[src/rtl/asteroide_pkg.sv]
// Shared types and constants for the asteroid control unit.
// State encodings are fixed; the debug port exposes them as-is.
package asteroide_pkg;

  typedef enum logic [2:0] {
    IDLE    = 3'd0,
    ZERA    = 3'd1,
    CARREGA = 3'd2,
    MOVE    = 3'd3,
    COMPARA = 3'd4,
    COLIDE  = 3'd5,
    PROXIMO = 3'd6,
    FIM     = 3'd7
  } estado_t;

  localparam logic [1:0] OP_DIREITA  = 2'b00;
  localparam logic [1:0] OP_ESQUERDA = 2'b01;
  localparam logic [1:0] OP_BAIXO    = 2'b10;
  localparam logic [1:0] OP_CIMA     = 2'b11;

  localparam logic [1:0] MUX_POS_ASTE = 2'b10;
  localparam logic [1:0] MUX_POS_NAVE = 2'b01;

  // Returns {coor, soma_sub}: coor 0 = x, soma_sub 1 = subtract.
  function automatic logic [1:0] decodifica_opcode(
    input logic [1:0] op
  );
    logic [1:0] r;
    r = 2'b00;
    unique case (op)
      OP_DIREITA:  r = 2'b00;
      OP_ESQUERDA: r = 2'b01;
      OP_BAIXO:    r = 2'b10;
      OP_CIMA:     r = 2'b11;
      default:     r = 2'b00;
    endcase
    return r;
  endfunction

endpackage

[src/rtl/asteroide_uc_if.sv]
// Control/status bundle between the asteroid FSM and its datapath.
// master = control unit, slave = datapath.
interface asteroide_uc_if;

  logic       colisao;
  logic       rco_contador;
  logic [1:0] opcode;
  logic       destruido;
  logic       loaded;

  logic       conta_contador;
  logic       reset_cont;
  logic [1:0] select_mux_pos;
  logic       select_mux_coor;
  logic       select_soma_sub;
  logic       enable_reg_nave;
  logic       reset_reg_nave;
  logic       enable_mem_aste;
  logic       enable_mem_load;
  logic       new_load;
  logic       new_destruido;

  modport master (
    input  colisao, rco_contador, opcode,
    input  destruido, loaded,
    output conta_contador, reset_cont,
    output select_mux_pos, select_mux_coor,
    output select_soma_sub,
    output enable_reg_nave, reset_reg_nave,
    output enable_mem_aste, enable_mem_load,
    output new_load, new_destruido
  );

  modport slave (
    output colisao, rco_contador, opcode,
    output destruido, loaded,
    input  conta_contador, reset_cont,
    input  select_mux_pos, select_mux_coor,
    input  select_soma_sub,
    input  enable_reg_nave, reset_reg_nave,
    input  enable_mem_aste, enable_mem_load,
    input  new_load, new_destruido
  );

endinterface

[src/rtl/asteroide_uc.sv]
// Asteroid sweep control unit: moves, writes back and hit-tests every slot.
// Define ASTEROIDE_UC_DB_EN to expose the state as db_estado.
module asteroide_uc
  import asteroide_pkg::*;
(
  input  logic           clock,
  input  logic           reset_n,
  input  logic           iniciar,
  input  logic           atualiza_nave,
  asteroide_uc_if.master dp,
  output logic           pronto,
  output logic           colisao_detectada
`ifdef ASTEROIDE_UC_DB_EN
  ,
  output logic [2:0]     db_estado
`endif
);

  estado_t estado;

  always_ff @(posedge clock or negedge reset_n) begin
    if (!reset_n) begin
      estado            <= IDLE;
      colisao_detectada <= 1'b0;
    end else begin
      unique case (estado)
        IDLE: begin
          if (iniciar) estado <= ZERA;
        end
        ZERA: begin
          estado            <= CARREGA;
          colisao_detectada <= 1'b0;
        end
        CARREGA: begin
          if (dp.loaded && !dp.destruido)
            estado <= MOVE;
          else
            estado <= PROXIMO;
        end
        MOVE: estado <= COMPARA;
        COMPARA: begin
          if (dp.colisao) estado <= COLIDE;
          else            estado <= PROXIMO;
        end
        COLIDE: begin
          estado            <= PROXIMO;
          colisao_detectada <= 1'b1;
        end
        PROXIMO: begin
          if (dp.rco_contador) estado <= FIM;
          else                 estado <= CARREGA;
        end
        FIM:     estado <= IDLE;
        default: estado <= IDLE;
      endcase
    end
  end

  always_comb begin
    dp.conta_contador  = 1'b0;
    dp.reset_cont      = 1'b0;
    dp.select_mux_pos  = MUX_POS_NAVE;
    dp.select_mux_coor = 1'b0;
    dp.select_soma_sub = 1'b0;
    dp.enable_reg_nave = 1'b0;
    dp.reset_reg_nave  = 1'b0;
    dp.enable_mem_aste = 1'b0;
    dp.enable_mem_load = 1'b0;
    dp.new_load        = 1'b0;
    dp.new_destruido   = 1'b0;
    pronto             = 1'b0;
    unique case (estado)
      IDLE: dp.enable_reg_nave = atualiza_nave;
      ZERA: dp.reset_cont = 1'b1;
      CARREGA: dp.select_mux_pos = MUX_POS_ASTE;
      MOVE: begin
        dp.select_mux_pos  = MUX_POS_ASTE;
        dp.enable_mem_aste = 1'b1;
        {dp.select_mux_coor, dp.select_soma_sub} =
          decodifica_opcode(dp.opcode);
      end
      COMPARA: dp.select_mux_pos = MUX_POS_ASTE;
      COLIDE: begin
        dp.enable_mem_load = 1'b1;
        dp.new_load        = 1'b1;
        dp.new_destruido   = 1'b1;
      end
      PROXIMO: dp.conta_contador = !dp.rco_contador;
      FIM:     pronto = 1'b1;
      default: ;
    endcase
  end

`ifdef ASTEROIDE_UC_DB_EN
  assign db_estado = estado;
`endif

endmodule
[src/flat_wrapper.sv]
// flat-port wrapper written by rule: the top's interface ports become plain ports
module asteroide_uc_flat import asteroide_pkg::*;
  (clock, reset_n, iniciar, atualiza_nave, pronto, colisao_detectada, dp_colisao, dp_rco_contador, dp_opcode, dp_destruido, dp_loaded, dp_conta_contador, dp_reset_cont, dp_select_mux_pos, dp_select_mux_coor, dp_select_soma_sub, dp_enable_reg_nave, dp_reset_reg_nave, dp_enable_mem_aste, dp_enable_mem_load, dp_new_load, dp_new_destruido);
  asteroide_uc_if dp_i ();
  input  logic clock;
  input  logic reset_n;
  input  logic iniciar;
  input  logic atualiza_nave;
  output logic pronto;
  output logic colisao_detectada;
  input wire logic [$bits(dp_i.colisao)-1:0] dp_colisao;
  input wire logic [$bits(dp_i.rco_contador)-1:0] dp_rco_contador;
  input wire logic [$bits(dp_i.opcode)-1:0] dp_opcode;
  input wire logic [$bits(dp_i.destruido)-1:0] dp_destruido;
  input wire logic [$bits(dp_i.loaded)-1:0] dp_loaded;
  output wire logic [$bits(dp_i.conta_contador)-1:0] dp_conta_contador;
  output wire logic [$bits(dp_i.reset_cont)-1:0] dp_reset_cont;
  output wire logic [$bits(dp_i.select_mux_pos)-1:0] dp_select_mux_pos;
  output wire logic [$bits(dp_i.select_mux_coor)-1:0] dp_select_mux_coor;
  output wire logic [$bits(dp_i.select_soma_sub)-1:0] dp_select_soma_sub;
  output wire logic [$bits(dp_i.enable_reg_nave)-1:0] dp_enable_reg_nave;
  output wire logic [$bits(dp_i.reset_reg_nave)-1:0] dp_reset_reg_nave;
  output wire logic [$bits(dp_i.enable_mem_aste)-1:0] dp_enable_mem_aste;
  output wire logic [$bits(dp_i.enable_mem_load)-1:0] dp_enable_mem_load;
  output wire logic [$bits(dp_i.new_load)-1:0] dp_new_load;
  output wire logic [$bits(dp_i.new_destruido)-1:0] dp_new_destruido;
  assign dp_i.colisao = dp_colisao;
  assign dp_i.rco_contador = dp_rco_contador;
  assign dp_i.opcode = dp_opcode;
  assign dp_i.destruido = dp_destruido;
  assign dp_i.loaded = dp_loaded;
  assign dp_conta_contador = dp_i.conta_contador;
  assign dp_reset_cont = dp_i.reset_cont;
  assign dp_select_mux_pos = dp_i.select_mux_pos;
  assign dp_select_mux_coor = dp_i.select_mux_coor;
  assign dp_select_soma_sub = dp_i.select_soma_sub;
  assign dp_enable_reg_nave = dp_i.enable_reg_nave;
  assign dp_reset_reg_nave = dp_i.reset_reg_nave;
  assign dp_enable_mem_aste = dp_i.enable_mem_aste;
  assign dp_enable_mem_load = dp_i.enable_mem_load;
  assign dp_new_load = dp_i.new_load;
  assign dp_new_destruido = dp_i.new_destruido;
  asteroide_uc u_core (.clock(clock), .reset_n(reset_n), .iniciar(iniciar), .atualiza_nave(atualiza_nave), .dp(dp_i), .pronto(pronto), .colisao_detectada(colisao_detectada));
endmodule
[config.mk]
export PLATFORM = sky130hd
export DESIGN_NAME = asteroide_uc_flat
export DESIGN_NICKNAME = d
export VERILOG_FILES = /design/src/rtl/asteroide_pkg.sv /design/src/rtl/asteroide_uc_if.sv /design/src/rtl/asteroide_uc.sv /design/src/flat_wrapper.sv
export SDC_FILE = /design/constraint.sdc
export NUM_CORES = 1
export LEC_CHECK = 0
export CAP_MARGIN = 10
export CORE_AREA = 2 2 39 41
export DETAILED_ROUTE_END_ITERATION = 16
export DIE_AREA = 0 0 41 43
export PLACE_DENSITY = 0.69
export SLEW_MARGIN = 25
export SYNTH_ARGS = -nofsm -noshare
export SYNTH_HDL_FRONTEND = slang
export SYNTH_SLANG_ARGS = --single-unit
[constraint.sdc]
create_clock -name clock -period 1.1 [get_ports clock]
set_input_delay 0.11 -clock clock [delete_from_list [all_inputs] [get_ports clock]]
set_output_delay 0.11 -clock clock [all_outputs]
set_load 0.05 [all_outputs]
==> flow_summary.json <==
{
  "hold_slack_ps": 73.5,
  "hold_buffers": 0,
  "multiInputGateArea_um2": 231,
  "peakVddDrop_mv": 1.81,
  "grt_antenna_before_repair": 0,
  "drt_iter0_markers": 1,
  "power.density_nw_per_um2": 3270,
  "overflow": 0,
  "cp-start-kind": "register",
  "seq_area_um2": 104,
  "synth.distinct_cells": 21,
  "final_common_cell": "buf_12",
  "cts_buffer_depth": 2,
  "utilization_pct": 59.3,
  "layout_common_cells": "12 x buf_12, 9 x clkdlybuf4s50_1, 9 x buf_4",
  "yosysSeqAreaShare_pct": 32.0,
  "yosys.area_share.xor_xnor_pct": 0,
  "h-tree-depth": 1,
  "dieArea_um2": 1760,
  "die_x_um": 41,
  "min_path_type": "input port to async pin",
  "start_util_pct": 22.6,
  "syn_area_per_cell_um2": 8.02,
  "layout.nets": 81,
  "clock_sinks": 4,
  "place_hpwl_um": 669,
  "rsz0062_at_grt": "yes",
  "critPathCaptureType": "primary output",
  "io_pins": 24,
  "cp.required_ps": 990,
  "clkTransAtPathRegs_ps": 40,
  "netlist_instances": 39,
  "synthMuxAreaShare_pct": 3.60,
  "hold_viol_final": 0,
  "track_usage_pct": 11.6,
  "die_h_um": 43,
  "numCtsBuffers": 3,
  "wl_per_cell_um": 10.4,
  "synth_fp_nets": 49,
  "min_period_ps": 1350,
  "nFillCells": 121,
  "drive_gt1_share_pct": 66.7,
  "worstSkewPairLatency_ps": 240,
  "setup_tns_ps": -2690,
  "leakage_nw": 0.354,
  "setup_slack_ps": -251,
  "ys_ff_latch": 4,
  "drv_cap": 0,
  "place_congestion": 0.650,
  "synth-simple-area-share_pct": 30.0,
  "vias": 367,
  "power_w": 0.00268,
  "routed_wl_um": 881,
  "firstDrtPassIters": 4,
  "violations": "setup timing",
  "cp.arrival_ps": 1240,
  "clock-root-buffer": "clkbuf_4",
  "synthesis.area_um2": 313,
  "synth_fa_ha_area_share_pct": 0,
  "core_area_um2": 1380,
  "maxSlewViolCount": 0,
  "ys.warnings.count": 0,
  "grt_max_degree": 8,
  "synth_compound_area_share_pct": 14.8,
  "setup_viol": 14,
  "num_rows": 14,
  "worstSetupPathType": "register to primary output",
  "fin_crit_sh_pct": 123,
  "status": "finished, violations left",
  "areaGrowthSynthToFinish_pct": 162,
  "synth_top_family_by_area": "simple AND/OR/NAND/NOR gates",
  "n_antenna_cell": 0,
  "finClkSkew_ps": 2.62,
  "grt_pass1_wl_um": 1410,
  "grt_pass1_vias": 380,
  "drc_errors": 0,
  "worstPathMaxFanout": 5,
  "port-buffer-count": 22,
  "cts_tree": "done",
  "fmax_mhz": 740,
  "via_per_inst": 4.32,
  "antenna_left": 0
}
[per-stage QoR]
stage | setup WS, ps | instances | area, um^2
after detailed placement | -127 | 80 | 737
after global routing | -294 | 85 | 821
after floorplan | -166 | 39 | 368
final | -251 | 85 | 821
after CTS | -259 | 85 | 807
after global placement | -97.5 | 80 | 737
[final timing paths]
path | startpoint | to | slack [ps] | cells after the start
setup / recovery | u_core.estado[0] | dp_conta_contador | -250 | 3
hold / removal | reset_n | u_core.colisao_detectada | 70 | 1
setup reg to reg | u_core.estado[2] | u_core.estado[0] | -170 | 5
hold reg to reg | u_core.colisao_detectada | u_core.colisao_detectada | 540 | 1
max in group asynchronous | reset_n | u_core.estado[0] | 840 | 1
min in group clock | u_core.colisao_detectada | u_core.colisao_detectada | 540 | 1
[where the power goes]
part | switching [W] | internal [W] | leakage, nW
registers | 0.000137 | 0.000232 | 0.0438
clock network | 0.0000626 | 0.000122 | 0.0138
logic | 0.00108 | 0.00105 | 0.296
[per-layer routing]
layer / part of all wire [%] / track usage [%] / wire, um
met1: 37 / 13.0 / 330
met2: 55 / 19.7 / 484
met3: 7.4 / 6.28 / 65
met4: 0 / 0 / 0
met5: 0 / 0 / 0
[area by class of cell]
cell class                 instances  area share [%]
clock buffer                       3            2.74
multi-input combinational         27            28.2
timing repair buffer              33            52.6
inverter                           2            1.37
tap                               16            2.44
sequential                         4            12.7
[kinds of logic after synthesis]
group / Yosys count
AOI/OAI and AO/OA: 7
buffers and inverters: 8
DFF: 4
muxes: 1
other: 1
and+or+nand+nor: 18
[cell usage after synthesis (all sizes together)]
library cell  number  area share [%]
nor3               2             3.2
nor2b              1             2.0
and3               1             2.0
nand2b             2             4.0
a31oi              1             2.0
and2               2             4.0
or3b               1             2.8
a21o               1             2.4
nor3b              1             2.4
nor2               6             7.2
inv                2             2.4
dfrtp              4              32
a211oi             1             2.4
conb               1             1.2
nand2              2             2.4
o21ba              1             3.2
mux2               1             3.6
a21oi              3             4.8
buf                6              16
[worst max-delay path, cell delays in order, from the launching register on]
cell	delay, ps
dfrtp_2	450
buf_4	180
nor3_4	220
buf_12	160
[registers in the layout, summed over array words and instances, names as in the netlist]
register                  count
u_core.colisao_detectada      1
u_core.estado                 3
[what timing repair did]
| action | in CTS | in global routing |
|---|---|---|
| endpoints found under the setup margin | 15 | 16 |
| gates cloned | 0 | 0 |
| hold endpoints to repair | 0 | 0 |
| setup buffers | 2 | 0 |
| gates resized for setup | 10 | 4 |
| pin swaps | 3 | 4 |
(Power assumes the default switching activity.)
